`src/rtl/seq_restoring_divider_pkg.sv`:
```
// Purpose : shared types and constants for the sequential restoring divider.
// Latency : n/a (declarations only).
// Backpressure : n/a.
package seq_restoring_divider_pkg;

   // Default operand width; also the number of quotient iterations.
   localparam int DEF_WIDTH = 4;

   // Divider control states.
   typedef enum logic [1:0] {
      IDLE   = 2'd0,
      RUN    = 2'd1,
      FINISH = 2'd2
   } state_t;

   // Quotient reported for a divide by zero at the default width.
   localparam logic [DEF_WIDTH-1:0] DBZ_QUOTIENT = '1;

   // Iteration counter width: enough to hold WIDTH-1, never less than one bit.
   function automatic int cnt_width(input int w);
      return (w > 1) ? $clog2(w) : 1;
   endfunction

endpackage

```
`src/rtl/seq_restoring_divider_if.sv`:
```
// Purpose : divide request/response bundle between ALU control and the divider.
// Latency : n/a (wiring only).
// Backpressure : start is only honoured while busy is low; no queuing.
// Ports   : start/A/B from the requester; busy/done/Quotient/Remainder/Div_By_Zero back.
interface seq_restoring_divider_if
   import seq_restoring_divider_pkg::*;
#(
   parameter int WIDTH = DEF_WIDTH
);
   logic             start;
   logic [WIDTH-1:0] A;
   logic [WIDTH-1:0] B;
   logic             busy;
   logic             done;
   logic [WIDTH-1:0] Quotient;
   logic [WIDTH-1:0] Remainder;
   logic             Div_By_Zero;

   // Requester side (ALU control).
   modport master (
      output start, A, B,
      input  busy, done, Quotient, Remainder, Div_By_Zero
   );

   // Divider side.
   modport slave (
      input  start, A, B,
      output busy, done, Quotient, Remainder, Div_By_Zero
   );
endinterface

```
`src/rtl/seq_restoring_divider_trial_subtractor.sv`:
```
// Purpose : N-bit combinational a - b as a ripple of full-adder cells (b inverted, carry-in 1).
// Latency : combinational, zero cycles.
// Backpressure : none.
// Ports   : a, b operands; diff = a - b mod 2^N; no_borrow = final carry-out (a >= b).

// Single-bit full adder cell, the same cell the ripple adders are built from.
module full_adder (
   input  logic a,
   input  logic b,
   input  logic ci,
   output logic s,
   output logic co
);
   assign s  = a ^ b ^ ci;
   assign co = (a & b) | (a & ci) | (b & ci);
endmodule

module trial_subtractor #(
   parameter int N = 5
) (
   input  logic [N-1:0] a,
   input  logic [N-1:0] b,
   output logic [N-1:0] diff,
   output logic         no_borrow
);
   logic [N:0] carry;

   // Carry-in of 1 completes the two's-complement negation of b.
   assign carry[0] = 1'b1;

   for (genvar i = 0; i < N; i++) begin : g_bit
      full_adder u_fa (
         .a  (a[i]),
         .b  (~b[i]),
         .ci (carry[i]),
         .s  (diff[i]),
         .co (carry[i+1])
      );
   end

   // In the subtract direction a carry-out of 1 means no borrow occurred.
   assign no_borrow = carry[N];
endmodule

```
`src/rtl/seq_restoring_divider.sv`:
```
// Purpose : multi-cycle unsigned restoring divider, one quotient bit per clock.
// Latency : done in the cycle after WIDTH+1 edges from acceptance (1 cycle when B==0).
// Backpressure : busy high while working; start ignored unless idle, no queuing.
// Ports   : clk, rst (async, active high); bus = request/response bundle (slave side).
module seq_restoring_divider
   import seq_restoring_divider_pkg::*;
#(
   parameter int WIDTH = DEF_WIDTH
) (
   input  logic                  clk,
   input  logic                  rst,
   seq_restoring_divider_if.slave bus
);
   localparam int CW = cnt_width(WIDTH);

   state_t           state;
   state_t           state_nxt;

   logic [WIDTH-1:0] dvd;        // dividend, shifted out MSB first
   logic [WIDTH-1:0] dvs;        // latched divisor
   logic [WIDTH-1:0] quo;        // quotient being built, LSB first in
   logic [WIDTH:0]   prem;       // partial remainder, one guard bit
   logic [CW-1:0]    cnt;

   logic [WIDTH:0]   trial;
   logic [WIDTH:0]   diff;
   logic [WIDTH:0]   prem_nxt;
   logic [WIDTH-1:0] quo_nxt;
   logic             no_borrow;
   logic             last_iter;

   logic [WIDTH-1:0] q_out;
   logic [WIDTH-1:0] r_out;
   logic             dz_out;

   // Trial value: partial remainder shifted left with the next dividend bit.
   assign trial = (prem << 1) | (WIDTH+1)'(dvd[WIDTH-1]);

   trial_subtractor #(
      .N (WIDTH + 1)
   ) u_trial_sub (
      .a         (trial),
      .b         ({1'b0, dvs}),
      .diff      (diff),
      .no_borrow (no_borrow)
   );

   // Restore (keep the trial) when the subtraction would go negative.
   assign prem_nxt  = no_borrow ? diff : trial;
   assign quo_nxt   = (quo << 1) | WIDTH'(no_borrow);
   assign last_iter = (cnt == '0);

   always_ff @(posedge clk or posedge rst) begin
      if (rst) begin
         state <= IDLE;
      end else begin
         state <= state_nxt;
      end
   end

   always_comb begin
      state_nxt = state;
      case (state)
         IDLE: begin
            if (bus.start) begin
               state_nxt = (bus.B == '0) ? FINISH : RUN;
            end
         end
         RUN: begin
            if (last_iter) begin
               state_nxt = FINISH;
            end
         end
         FINISH: begin
            state_nxt = IDLE;
         end
         default: begin
            state_nxt = IDLE;
         end
      endcase
   end

   // Datapath and result registers. Results are loaded on the edge that
   // enters FINISH so they are already valid while done is high.
   always_ff @(posedge clk or posedge rst) begin
      if (rst) begin
         dvd    <= '0;
         dvs    <= '0;
         quo    <= '0;
         prem   <= '0;
         cnt    <= '0;
         q_out  <= '0;
         r_out  <= '0;
         dz_out <= 1'b0;
      end else begin
         case (state)
            IDLE: begin
               if (bus.start) begin
                  if (bus.B != '0) begin
                     dvd  <= bus.A;
                     dvs  <= bus.B;
                     quo  <= '0;
                     prem <= '0;
                     cnt  <= CW'(WIDTH - 1);
                  end else begin
                     q_out  <= '1;
                     r_out  <= bus.A;
                     dz_out <= 1'b1;
                  end
               end
            end
            RUN: begin
               prem <= prem_nxt;
               quo  <= quo_nxt;
               dvd  <= dvd << 1;
               cnt  <= cnt - 1'b1;
               if (last_iter) begin
                  q_out  <= quo_nxt;
                  // Guard bit is always zero once the last iteration completes.
                  r_out  <= WIDTH'(prem_nxt);
                  dz_out <= 1'b0;
               end
            end
            default: begin
            end
         endcase
      end
   end

   assign bus.busy        = (state != IDLE);
   assign bus.done        = (state == FINISH);
   assign bus.Quotient    = q_out;
   assign bus.Remainder   = r_out;
   assign bus.Div_By_Zero = dz_out;

endmodule

```
`src/flat_wrapper.sv`:
```
// flat-port wrapper written by rule: the top's interface ports become plain ports
module seq_restoring_divider_flat import seq_restoring_divider_pkg::*;
#(
   parameter int WIDTH = DEF_WIDTH
)
  (clk, rst, bus_start, bus_A, bus_B, bus_busy, bus_done, bus_Quotient, bus_Remainder, bus_Div_By_Zero);
  seq_restoring_divider_if #(.WIDTH(WIDTH)) bus_i ();
  input  logic clk;
  input  logic rst;
  input wire logic [$bits(bus_i.start)-1:0] bus_start;
  input wire logic [$bits(bus_i.A)-1:0] bus_A;
  input wire logic [$bits(bus_i.B)-1:0] bus_B;
  output wire logic [$bits(bus_i.busy)-1:0] bus_busy;
  output wire logic [$bits(bus_i.done)-1:0] bus_done;
  output wire logic [$bits(bus_i.Quotient)-1:0] bus_Quotient;
  output wire logic [$bits(bus_i.Remainder)-1:0] bus_Remainder;
  output wire logic [$bits(bus_i.Div_By_Zero)-1:0] bus_Div_By_Zero;
  assign bus_i.start = bus_start;
  assign bus_i.A = bus_A;
  assign bus_i.B = bus_B;
  assign bus_busy = bus_i.busy;
  assign bus_done = bus_i.done;
  assign bus_Quotient = bus_i.Quotient;
  assign bus_Remainder = bus_i.Remainder;
  assign bus_Div_By_Zero = bus_i.Div_By_Zero;
  seq_restoring_divider #(.WIDTH(WIDTH)) u_core (.clk(clk), .rst(rst), .bus(bus_i));
endmodule
```
`config.mk`:
```
export PLATFORM = sky130hd
export DESIGN_NAME = seq_restoring_divider_flat
export DESIGN_NICKNAME = d
export VERILOG_FILES = /design/src/rtl/seq_restoring_divider_pkg.sv /design/src/rtl/seq_restoring_divider_if.sv /design/src/rtl/seq_restoring_divider_trial_subtractor.sv /design/src/rtl/seq_restoring_divider.sv /design/src/flat_wrapper.sv
export SDC_FILE = /design/constraint.sdc
export NUM_CORES = 1
export LEC_CHECK = 0
export ABC_AREA = 1
export CAP_MARGIN = 0
export CORE_ASPECT_RATIO = 2
export CORE_UTILIZATION = 35
export CTS_BUF_LIST = sky130_fd_sc_hd__clkbuf_4 sky130_fd_sc_hd__clkbuf_8
export DETAILED_ROUTE_END_ITERATION = 6
export GPL_ROUTABILITY_DRIVEN = 0
export SETUP_SLACK_MARGIN = 0.15
export SLEW_MARGIN = 20
export SYNTH_ARGS = -nofsm -noshare
export SYNTH_HDL_FRONTEND = slang
export SYNTH_SLANG_ARGS = --single-unit
```
`constraint.sdc`:
```
create_clock -name clk -period 2.5 [get_ports clk]
set_clock_uncertainty 0.1 [all_clocks]
set_input_delay 0.25 -clock clk [delete_from_list [all_inputs] [get_ports clk]]
set_output_delay 0.25 -clock clk [all_outputs]
set_load 0.02 [all_outputs]
```
Yosys cells after proc, flatten, opt, wreduce, memory -nomap -nowiden
Cells that the tools add are included.
- bits of input ports: 11
- register bits: 28
- bitwise operators: 35
- eq/ne operators: 6
- reductions and logical operators: 10
- add/subtract/negate cells: 1
- multiplexer cells: 29
- operators by type and width (operator ; number):
    $mux 4 ; 11
    $pmux 4 s2 ; 4
    $and 1x1->1 ; 11
    $mux 2 ; 5
    $or 1x1->1 ; 10
    $pmux 2 s2 ; 2
    $xor 1x1->1 ; 7
    $mux 3 ; 2
    $pmux 3 s2 ; 1
    $reduce_and 3->1 ; 2
    $not 1->1 ; 5
    $or 5x1->5 ; 1
    $logic_not 2->1 ; 2
    $logic_not 4->1 ; 1
    $ne 2x1->1 const B ; 2
    $ne 2x2->1 const B ; 2
    $or 4x1->4 ; 1
    $reduce_and 4->1 ; 1
    $reduce_bool 2->1 ; 2
    $reduce_bool 4->1 ; 1
    $mux 1 ; 3
    $eq 2x1->1 const B ; 1
    $eq 2x2->1 const B ; 1
    $pmux 1 s2 ; 1
    other kinds (2) ; 2

Logic depth before layout (Yosys ltp)
Gate-level depths: netlist of run 1.
- depth in word-level cells: 19
- gate-level depth with buffers: 11
- depth with buffers taken out: 11

Hierarchy
From an unflattened synthesis of run 1, not the netlist that was laid out.
- cells, all modules: 172
- area, all modules: 1415.1 um^2
- modules (own cells, without submodules) (module ; area an instance (um^2) ; times used ; cells each ; seq. area each (um^2)):
    seq_restoring_divider ; 1292.5 ; 1 ; 161 ; 700.7
    full_adder ; 20.0 ; 5 ; 1 ; 0.0
    trial_subtractor ; 22.5 ; 1 ; 6 ; 0.0

Least setup slack after synthesis of run 1
Ideal clock, no wire load.
- path kind: register -> register
- start point: register u_core.dvd[3]
- end point: register u_core.r_out[0] (netlist: u_core.bus.Remainder[0])
- cell stages (with the launch flop): 12
- setup time: 0.116 ns
- buffers on the path: 0
- data arrival time: 2.079 ns
- path slack: 0.204 ns
- path through: dfrtp_1 > inv_1 > ha_1 > fa_1 > fa_1 > fa_1 > inv_1 > nor2_1 > nand3_1 > nand3_1 > nand2_1 > nand2_1
- longest elaborated chain between the ends: 19
- elaborated cells on any way between the ends: 24
- ends and longest elaborated chain (element ; line ; RTL):
    from (decl) ; seq_restoring_divider.sv:19 ; logic [WIDTH-1:0] dvd;
    from (signal assigned) ; seq_restoring_divider.sv:100 ; dvd <= bus.A;
    from (signal assigned) ; seq_restoring_divider.sv:115 ; dvd <= dvd << 1;
    $or 5x1->5 * ; seq_restoring_divider.sv:37 ; assign trial = (prem << 1) | (WIDTH+1)'(dvd[WIDTH-1]);
    $and 1x1->1 ; seq_restoring_divider_trial_subtractor.sv:15 ; assign co = (a & b) | (a & ci) | (b & ci);
    $or 1x1->1 (2 in a row) ; seq_restoring_divider_trial_subtractor.sv:15 ;
    $and 1x1->1 ; seq_restoring_divider_trial_subtractor.sv:15 ;
    $or 1x1->1 (2 in a row) ; seq_restoring_divider_trial_subtractor.sv:15 ;
    $and 1x1->1 ; seq_restoring_divider_trial_subtractor.sv:15 ;
    $or 1x1->1 (2 in a row) ; seq_restoring_divider_trial_subtractor.sv:15 ;
    $and 1x1->1 ; seq_restoring_divider_trial_subtractor.sv:15 ;
    $or 1x1->1 (2 in a row) ; seq_restoring_divider_trial_subtractor.sv:15 ;
    $and 1x1->1 ; seq_restoring_divider_trial_subtractor.sv:15 ;
    $or 1x1->1 (2 in a row) ; seq_restoring_divider_trial_subtractor.sv:15 ;
    $mux 4 * ; seq_restoring_divider.sv:49 ; assign prem_nxt = no_borrow ? diff : trial;
    $mux 4 * ; seq_restoring_divider.sv:117 ; if (last_iter) begin
    $pmux 4 s2 * ; seq_restoring_divider.sv:96 ; case (state)
    to (signal assigned) ; seq_restoring_divider.sv:107 ; r_out <= bus.A;
    to (signal assigned) ; seq_restoring_divider.sv:120 ; r_out <= WIDTH'(prem_nxt);
    to (decl) ; seq_restoring_divider.sv:33 ; logic [WIDTH-1:0] r_out;
Mark *: on every way between the ends. The rest lies on a longest branch, timed or not. The select of a mux whose other input is x is not followed.
A chain may end at the register's enable or synchronous reset.

Worst setup path after layout of run 1
- start point: register u_core.dvd[3]
- end point: register u_core.r_out[3] (netlist: u_core.bus.Remainder[3])
- longest elaborated chain between the ends: 19
- elaborated cells on any way between the ends: 23
- ends and longest elaborated chain (element ; line):
    $or 5x1->5 * ; seq_restoring_divider.sv:37
    $and 1x1->1 ; seq_restoring_divider_trial_subtractor.sv:15
    $or 1x1->1 * (2 in a row) ; seq_restoring_divider_trial_subtractor.sv:15
    $and 1x1->1 ; seq_restoring_divider_trial_subtractor.sv:15
    $or 1x1->1 ; seq_restoring_divider_trial_subtractor.sv:15
    $or 1x1->1 * ; seq_restoring_divider_trial_subtractor.sv:15
    $and 1x1->1 ; seq_restoring_divider_trial_subtractor.sv:15
    $or 1x1->1 ; seq_restoring_divider_trial_subtractor.sv:15
    $or 1x1->1 * ; seq_restoring_divider_trial_subtractor.sv:15
    $and 1x1->1 ; seq_restoring_divider_trial_subtractor.sv:15
    $or 1x1->1 (2 in a row) ; seq_restoring_divider_trial_subtractor.sv:15
    $and 1x1->1 ; seq_restoring_divider_trial_subtractor.sv:15
    $or 1x1->1 (2 in a row) ; seq_restoring_divider_trial_subtractor.sv:15
    $mux 4 * ; seq_restoring_divider.sv:49
    $mux 4 * ; seq_restoring_divider.sv:117
    $pmux 4 s2 * ; seq_restoring_divider.sv:96
Marks and branches as above.

==> results of run 1 <==
final cells by class:
type	count	area, sq um	area share
timing repair buffer	24	233	0.129
tap	51	63.8	0.0354
clock buffer	4	55.1	0.0305
sequential	28	701	0.388
multi-input combinational	119	673	0.373
inverter	21	78.8	0.0437
kinds of logic (layout without fill, tap and decap cells):
group                      Yosys count  in the layout  share of synthesized area
and+or+nand+nor                    107            107                      0.346
adders and majority gates            5              5                     0.0595
AOI/OAI and AO/OA                    7              7                     0.0341
buffers and inverters               23             49                     0.0709
DFF                                 28             28                      0.490
sequential cells by signal, summed over array words and instances, names as in the netlist:
signal	cells
u_core.quo	3
u_core.bus.Remainder	4
u_core.bus.Div_By_Zero	1
u_core.prem	4
u_core.dvd	4
u_core.cnt	2
u_core.state	2
u_core.bus.Quotient	4
u_core.dvs	4
timing repair:
item	in CTS	in global routing
gates cloned	0	0
endpoints found under the setup margin	9	5
setup buffers	1	1
gates resized for setup	3	10
pin swaps	0	3
report_power, final:
part           switching (mW)  internal (mW)  total [mW]
Sequential              0.150          0.666       0.817
Clock                   0.140          0.141       0.281
Combinational           0.859          0.556        1.42
path summary, 6_finish.rpt:
check	to	slack [ps]	startpoint
worst max-delay path	u_core.bus.Remainder[3]	140	u_core.dvd[3]
worst max register to register	u_core.bus.Remainder[3]	140	u_core.dvd[3]
min in group clk	u_core.bus.Quotient[1]	380	u_core.bus.Quotient[1]
worst min-delay path	u_core.bus.Remainder[0]	250	rst
worst min register to register	u_core.bus.Quotient[1]	380	u_core.bus.Quotient[1]
max in group asynchronous	u_core.dvd[3]	1790	rst
layer usage:
layer,GRT usage,vias to the layer above,share of wire
li1,-,574,-
met1,0.181,553,0.37
met2,0.286,30,0.57
met3,0.0214,6,0.031
met4,0.0810,0,0.028
met5,0,-,0
cells in the mapped netlist:
master / number
o21ai_0: 2
nand3_1: 19
buf_6: 2
nor2_8: 1
fa_1: 3
nor2_2: 2
o21ai_1: 1
nand3_2: 2
inv_2: 4
nor2_1: 5
o21ai_2: 2
nand2_1: 72
a21oi_2: 1
dfrtp_1: 28
nand3b_2: 1
nor2_4: 2
a21boi_1: 1
or2_0: 1
ha_1: 2
nand2_2: 1
nand2_4: 1
inv_1: 17
per-stage QoR:
| step | instance area, sq um | worst slack, ps | instances |
|---|---|---|---|
| 4_1_cts | 1760 | 104 | 246 |
| 5_1_grt | 1800 | 61.5 | 247 |
| 3_3_place_gp | 1690 | 107 | 241 |
| 2_1_floorplan | 1430 | 204 | 170 |
| 3_5_place_dp | 1690 | 13.7 | 241 |
| 6_report | 1800 | 141 | 247 |
worst min-delay path: cells and delay by family:
kind / cells / cell delay (ps)
buffers and inverters: 3 / 790
==> results_dict.tcl, run 1 <==
set metrics [dict create \
    final_common_cell "nand2_1" \
    io_pins 22 \
    numCtsBuffers 3 \
    layout.nets 213 \
    clock.fmax_mhz 424 \
    worstMarginPinSlew_ps 427 \
    worstSetupEndpointType "flop" \
    status "complete, no violations" \
    crit_path_cell_trace "inv_1 -> ha_2 -> fa_2 -> fa_2 -> fa_2 -> inv_1 -> nand3_1 -> nand3_1 -> nand2_1 -> nand2_1" \
    critPathKind "flop to flop" \
    whs_ps 247 \
    syn_avg_cell_area_sq_um 8.41 \
    arrival_ps 2430 \
    grt_usage 0.164 \
    post-route-util 0.465 \
    initial_utilization 0.368 \
    ys_seq_elements 28 \
    dieWidth_um 47.2 \
    diodes 0 \
    crit_slowest_cell "fa_2" \
    maxSlewHeadroom 0.715 \
    syn2layout_area_growth_pct 26.2 \
    grt_antenna_before_repair 0 \
    setup_violations 0 \
    grt_pass1_wl_um 5130 \
    cts-root-buf "clkbuf_8" \
    synthTopCellsByArea "dfrtp_1 (49%), nand2_1 (19%), nand3_1 (6.6%)" \
    cp.depth 10 \
    wl_per_cell_um 12.1 \
    syn_nets 186 \
    synth_cells 170 \
    required_ps 2580 \
    finalMaxSlewViolations 0 \
    critPathMaxFanout 2 \
    period_needed_ps 2360 \
    fin_tns_setup_ps 0 \
    cts_buffer_depth 2 \
    grt_pass1_vias 1206 \
    die_h_um 92.4 \
    worstSkewPairLatency_ps 280 \
    die_area_sq_um 4360 \
    cts_tree "done" \
    yosys.area.top_type_share 0.490 \
    ys_warn_count 0 \
    hpwl_um 2240 \
    final_cell_mix "nand2_1 (71), dfrtp_1 (28), clkdlybuf4s50_1 (21)" \
    p_leak_nw 0.906 \
    viasPerCell 4.71 \
    vdd.ir_drop.worst_v 0.000686 \
    slowest_delay_ps 530 \
    crit_buf_inv 2 \
    critPathLaunchType "flop" \
    first_pass_iters 6 \
    cts_hold_buf 0 \
    rsz0062_at_grt "yes" \
    p_per_area_nw_per_um2 1390 \
    drive_above_1_share 0.179 \
    vias 1163 \
    maxCapViolCount 0 \
    path_delay_family "adder cells" \
    gr-total-overflow 0 \
    ant_nets 0 \
    cts_sinks 28 \
    synth.cell_area_sq_um 1430 \
    hold_path.class "input port to async pin" \
    yosysTopAreaCell "dfrtp_1" \
    post-route-period-util 0.943 \
    routed_wl_um 2990 \
    synth_cell_type_count 22 \
    fillerInstances 407 \
    numPortBuffers 21 \
    row_count 32 \
    ys_seq_area_frac 0.490 \
    drt_iter0_drc 32 \
    ff2ff_path_depth 10 \
    clkTransAtPathRegs_ps 90 \
    total_power_mw 2.51 \
    drc 0 \
    cpMostUsedCell "fa_2" \
    hold_viol 0 \
    grt_max_degree 29 \
    coreArea_sq_um 3880 \
    h-tree-depth 1 \
]
No activity file was read; power rests on OpenSTA's default activity.
==> run 2: changes to the inputs <==
- CORE_ASPECT_RATIO: 2 -> 0.7
- SYNTH_HIERARCHICAL: default -> 1
==> run 2 against run 1 <==
  * Non-clock buffer count grew 5
  * Worst setup slack lost 580 ps
  * Via count decreased by 1.1%
  * Routed wire length is 0.87% lower
  * Fmax shrank 20%
  * Hold slack got worse by 14 ps
  * Register-to-register slack got worse by 580 ps
  * Critical path depth rose by 1
  * The flow now finishes with violations (setup timing)
  * Flip-flop and latch count is the same
  * Design area increased by 0.76%
  * Utilization up 2.8 points
==> results_dict.tcl, run 2 <==
set metrics [dict create \
    status "finished, violations left" \
    violations "setup timing" \
    multi_input_area_sq_um 636 \
    grt_pass1_wl_um 5310 \
    syn2layout_area_growth_pct 28.5 \
    post-route-util 0.492 \
    drc 0 \
    final_cell_mix "nand2_1 (75), dfrtp_1 (28), clkdlybuf4s50_1 (21)" \
    synth_cell_type_count 23 \
    place_ws_ps -425 \
    rsz0062_at_grt "yes" \
    ant_nets 0 \
    routed_wl_um 2960 \
    highest_layer "met4" \
    hold_viol 0 \
    critPathKind "flop to flop" \
    r2r_start "u_core/dvd[3]" \
    cts-root-buf "clkbuf_8" \
    ys_warn_count 6 \
    final_common_cell "nand2_1" \
    setup_violations 10 \
    grt_usage 0.157 \
    combinationalPowerShare 0.536 \
    hold_path.class "input port to async pin" \
    layout.nets 220 \
    grt_max_degree 29 \
    wl_met3_um 129 \
    arrival_ps 3020 \
    crit_buf_inv 3 \
    crit_slowest_cell "dfrtp_1" \
    h-tree-depth 1 \
    critPathLaunchType "flop" \
    synth.cell_area_sq_um 1420 \
    vdd.ir_drop.worst_v 0.000523 \
    p_per_area_nw_per_um2 1340 \
    post-synth-top-count-cell "nand2_1" \
    fin_tns_setup_ps -3840 \
    post-route-period-util 1.18 \
    critPathLaunch "u_core/dvd[3]" \
    crit_path_cell_trace "fa_2 -> fa_2 -> fa_2 -> fa_2 -> fa_2 -> inv_4 -> buf_4 -> buf_4 -> nand2_1 -> nand3_1 -> nand2_1" \
    cp.depth 11 \
    drt_iter0_drc 32 \
    synth_edf_count 0 \
    yosys.area.top_type_share 0.495 \
    ff2ff_path_depth 11 \
    netlist_top_cells_count "nand2_1 (76), dfrtp_1 (28), inv_1 (17), nand3_1 (13), o21ai_0 (7)" \
    dieWidth_um 78 \
    diodes 0 \
    first_pass_iters 4 \
    maxCapViolCount 0 \
    period_needed_ps 2940 \
    yosysTopAreaCell "dfrtp_1" \
    seq_area_sq_um 701 \
    viasPerCell 4.56 \
    clkTransAtPathRegs_ps 90 \
    hpwl_um 2140 \
    path_delay_family "adder cells" \
    cpMostUsedCell "fa_2" \
    required_ps 2580 \
    clkPwrFrac 0.146 \
    grt_pass1_vias 1171 \
    dr_wl_met2_um 1380 \
    syn_avg_cell_area_sq_um 8.23 \
    switching_share 0.426 \
    stdcell_count 252 \
    synthTopCellsByArea "dfrtp_1 (50%), nand2_1 (20%), fa_1 (7.1%)" \
    syn_nets 189 \
    ys_seq_area_frac 0.495 \
    p_int_mw 1.40 \
    worstSetupEndpointType "flop" \
    coreArea_sq_um 3690 \
    initial_utilization 0.383 \
    vias 1150 \
    async_reset_ff_frac 1.00 \
    wl_met1_um 1430 \
    whs_ps 234 \
    slowest_delay_ps 420 \
    grt_antenna_before_repair 0 \
    placed_area_sq_um 1700 \
    worstSkewPairLatency_ps 270 \
    reg2reg_to "u_core/bus.Quotient[0]" \
    row_count 18 \
    finalMaxSlewViolations 0 \
    cts_tree "done" \
    placedCellCount 243 \
    design_area_sq_um 1820 \
    die_h_um 55.2 \
    p_leak_nw 0.940 \
    die_area_sq_um 4310 \
    cts_buffer_depth 2 \
    synth_cells 172 \
    clock.fmax_mhz 340 \
    endpoint "u_core/bus.Quotient[0]" \
    drive_above_1_share 0.158 \
    numPortBuffers 21 \
    seqPwrFrac 0.318 \
    critPathMaxFanout 5 \
    cts_hold_buf 0 \
    synthFlopType "dfrtp_1" \
    cts_sinks 28 \
    io_pins 22 \
    ff2ff_setup_slack_ps -440 \
    wl_per_cell_um 11.8 \
    gr-total-overflow 0 \
    ys_seq_elements 28 \
    net-switching-power_mw 1.04 \
    fillerInstances 349 \
    numCtsBuffers 3 \
    total_power_mw 2.44 \
    fin_ws_ps -442 \
]
==> run 2: cell count changes in the layout (fill, tap and decap cells not counted), sizes merged <==
cell | before | now
buf | 3 | 8
bufinv | 0 | 1
clkbuf | 4 | 3
conb | 0 | 2
fa | 3 | 5
ha | 2 | 1
inv | 21 | 20
nand2 | 74 | 79
nand3 | 21 | 14
nand3b | 1 | 0
nor2 | 10 | 7
o21ai | 5 | 10
==> run 2: logic make-up after synthesis <==
logic type	synth area share
adders and majority gates	0.0796
other	0.00531
AOI/OAI and AO/OA	0.0469
and+or+nand+nor	0.303
DFF	0.495
buffers and inverters	0.0698
==> run 2: layout make-up <==
| type | count | area share |
|---|---|---|
| flip-flops and latches | 28 | 0.385 |
| inverters | 20 | 0.0427 |
| well taps | 50 | 0.0344 |
| repair buffers | 29 | 0.149 |
| clock buffers | 3 | 0.0227 |
| multi-input cells | 121 | 0.350 |
| clock inverters | 1 | 0.0165 |
==> run 2: worst min path at each step <==
stage	start	end	slack, ps	cells past startpoint
after CTS	rst	u_core/dvd[0]	250	3
after global routing	rst	u_core/dvd[0]	280	3
after detailed placement	u_core/bus.Div_By_Zero	u_core/bus.Div_By_Zero	360	2
after global placement	u_core/bus.Div_By_Zero	u_core/bus.Div_By_Zero	360	2
after floorplan	rst	u_core/bus.Div_By_Zero	220	1
final	rst	u_core/bus.Remainder[2]	230	3
==> run 2: per-layer routing <==
metal | up-vias | track usage
li1 | 581 | -
met1 | 545 | 0.208
met2 | 22 | 0.265
met3 | 2 | 0.0347
met4 | 0 | 0.0317
met5 | - | 0
==> run 2: what timing repair did <==
item,4_1_cts,5_1_grt
resized for setup,1,2
buffers inserted,2,3
pin swaps,3,1
setup endpoints to repair,10,10
==> run 2: power by group through the flow <==
stage	sequential, mW	combinational (mW)	clock (mW)
5_1_grt	0.805	1.48	0.388
2_1_floorplan	0.852	0.787	0
3_5_place_dp	0.788	1.24	0
4_1_cts	0.778	1.27	0.367
6_report	0.777	1.31	0.356
3_3_place_gp	0.779	1.21	0
==> run 2: worst reg2reg max path, stage by stage (launching register included) <==
cell	delay [ps]
dfrtp_1	420
fa_2	400
fa_2	350
fa_2	360
fa_2	360
fa_2	400
inv_4	100
buf_4	110
buf_4	90
nand2_1	40
nand3_1	80
nand2_1	50
==> run 3: changes to the inputs <==
- CORE_UTILIZATION: 35 -> 55
- GPL_ROUTABILITY_DRIVEN: 0 -> default
- PLACE_DENSITY: default -> 0.81
==> run 3 against run 2 <==
  * First-iteration DRC count rose to 5.1 times the previous value
  * Largest power group unchanged
  * Global-route usage up 10 points
  * Flip-flop and latch count unchanged
  * Non-clock buffer count unchanged
  * Die area down 35%
  * Combinational power up 5%
  * Critical endpoint is now u_core/bus.Remainder[2]
  * The run still ends with setup timing left
  * Total power up 0.44%
==> results_dict.tcl, run 3 (synthesis gave the netlist of run 2 again) <==
set metrics [dict create \
    critPathLaunch "u_core/dvs[0]" \
    gr-total-overflow 0 \
    hold_path.class "input port to async pin" \
    hpwl_um 2210 \
    fin_tns_setup_ps -3970 \
    period_needed_ps 2950 \
    p_per_area_nw_per_um2 1370 \
    critPathMaxFanout 5 \
    r2r_start "u_core/dvs[0]" \
    arrival_ps 3140 \
    coreArea_sq_um 2280 \
    required_ps 2680 \
    cts_buffer_depth 2 \
    h-tree-depth 1 \
    clock.fmax_mhz 338 \
    path_delay_family "adder cells" \
    post-route-period-util 1.18 \
    placedCellCount 225 \
    vdd.ir_drop.worst_v 0.00102 \
    vias 1227 \
    rsz0062_at_grt "yes" \
    critPathLaunchType "flop" \
    slowest_delay_ps 420 \
    routabilityCongestion 0.791 \
    crit_slowest_cell "fa_2" \
    status "finished, violations left" \
    initial_utilization 0.621 \
    ff2ff_path_depth 13 \
    finalMaxSlewViolations 0 \
    fillerInstances 152 \
    total_power_mw 2.45 \
    grt_max_degree 29 \
    numCtsBuffers 3 \
    drive_above_1_share 0.173 \
    final_common_cell "nand2_1" \
    cts-root-buf "clkbuf_4" \
    grt_usage 0.257 \
    reg2reg_to "u_core/bus.Remainder[2]" \
    cts_sinks 28 \
    syn2layout_area_growth_pct 26.2 \
    die_h_um 44.4 \
    critPathKind "flop to flop" \
    grt_pass1_wl_um 5350 \
    drc 0 \
    io_pins 22 \
    wl_per_cell_um 13.9 \
    violations "setup timing" \
    grt_pass1_vias 1180 \
    maxCapViolCount 0 \
    setup_violations 10 \
    p_leak_nw 0.936 \
    drt_iter0_drc 162 \
    dieWidth_um 62.6 \
    maxSlewHeadroom 0.668 \
    cts_tree "done" \
    die_area_sq_um 2780 \
    ant_nets 0 \
    cts_hold_buf 0 \
    worstSkewPairLatency_ps 330 \
    hold_viol 0 \
    numPortBuffers 21 \
    grt_antenna_before_repair 0 \
    clkTransAtPathRegs_ps 150 \
    layout.nets 220 \
    crit_buf_inv 2 \
    viasPerCell 5.24 \
    crit_path_cell_trace "inv_2 -> fa_2 -> fa_2 -> fa_2 -> fa_2 -> fa_2 -> inv_4 -> nand2_1 -> nand2_1 -> nand2_1 -> nand2_1 -> nand3_1 -> nand2_1" \
    final_cell_mix "nand2_1 (73), dfrtp_1 (28), clkdlybuf4s50_1 (21)" \
    diodes 0 \
    first_pass_iters 5 \
    stdcell_count 234 \
    ff2ff_setup_slack_ps -450 \
    fin_ws_ps -455 \
    routed_wl_um 3260 \
    worstMarginPinSlew_ps 497 \
    row_count 14 \
    worstSetupEndpointType "flop" \
]
==> run 3: metrics by stage <==
step	cell area, sq um	utilization	worst slack, ps	hold WS (ps)
floorplan	1430	-	-269	215
global placement	1680	0.736	-349	355
detailed placement	1680	0.736	-424	362
CTS	1750	0.770	-402	166
global route	1790	0.784	-557	194
finish	1790	0.784	-455	157
==> run 3: final cells by class <==
class,instances,area (sq um),share of cell area
sequential,28,701,0.392
clock inverter,1,30.0,0.0168
tap,32,40.0,0.0224
multi-input combinational,121,641,0.359
timing repair buffer,29,274,0.153
inverter,20,77.6,0.0434
clock buffer,3,22.5,0.0126
==> run 3: power by group <==
group	switching [mW]	total, mW	internal (mW)
registers	0.123	0.777	0.655
clock network	0.134	0.296	0.162
logic	0.835	1.38	0.544
total	1.09	2.45	1.36
==> run 3: how the worst max path moves through the flow <==
stage	endpoint	slack, ps	cells past startpoint
CTS	u_core/bus.Remainder[1]	-400	13
global route	u_core/bus.Remainder[2]	-560	13
floorplan	u_core/bus.Remainder[0]	-270	12
detailed placement	u_core/bus.Remainder[1]	-420	12
global placement	u_core/bus.Remainder[1]	-350	12
finish	u_core/bus.Remainder[2]	-450	13
==> run 3: per-layer routing <==
| metal | track usage | vias to the layer above | wire length, um |
|---|---|---|---|
| li1 | - | 582 | - |
| met1 | 0.337 | 580 | 1440 |
| met2 | 0.457 | 61 | 1570 |
| met3 | 0.0464 | 4 | 219 |
| met4 | 0.0605 | 0 | 29 |
| met5 | 0 | - | 0 |
==> run 3: repair_timing <==
item | CTS | global route
resized for setup | 2 | 5
setup buffers | 3 | 2
setup endpoints to repair | 10 | 10
pin swaps | 4 | 4
cloned | 0 | 0
==> run 3: tightest hold or removal path, stage by stage <==
cell,delay [ps]
clkdlybuf4s50_1,390
inv_1,50
buf_4,320
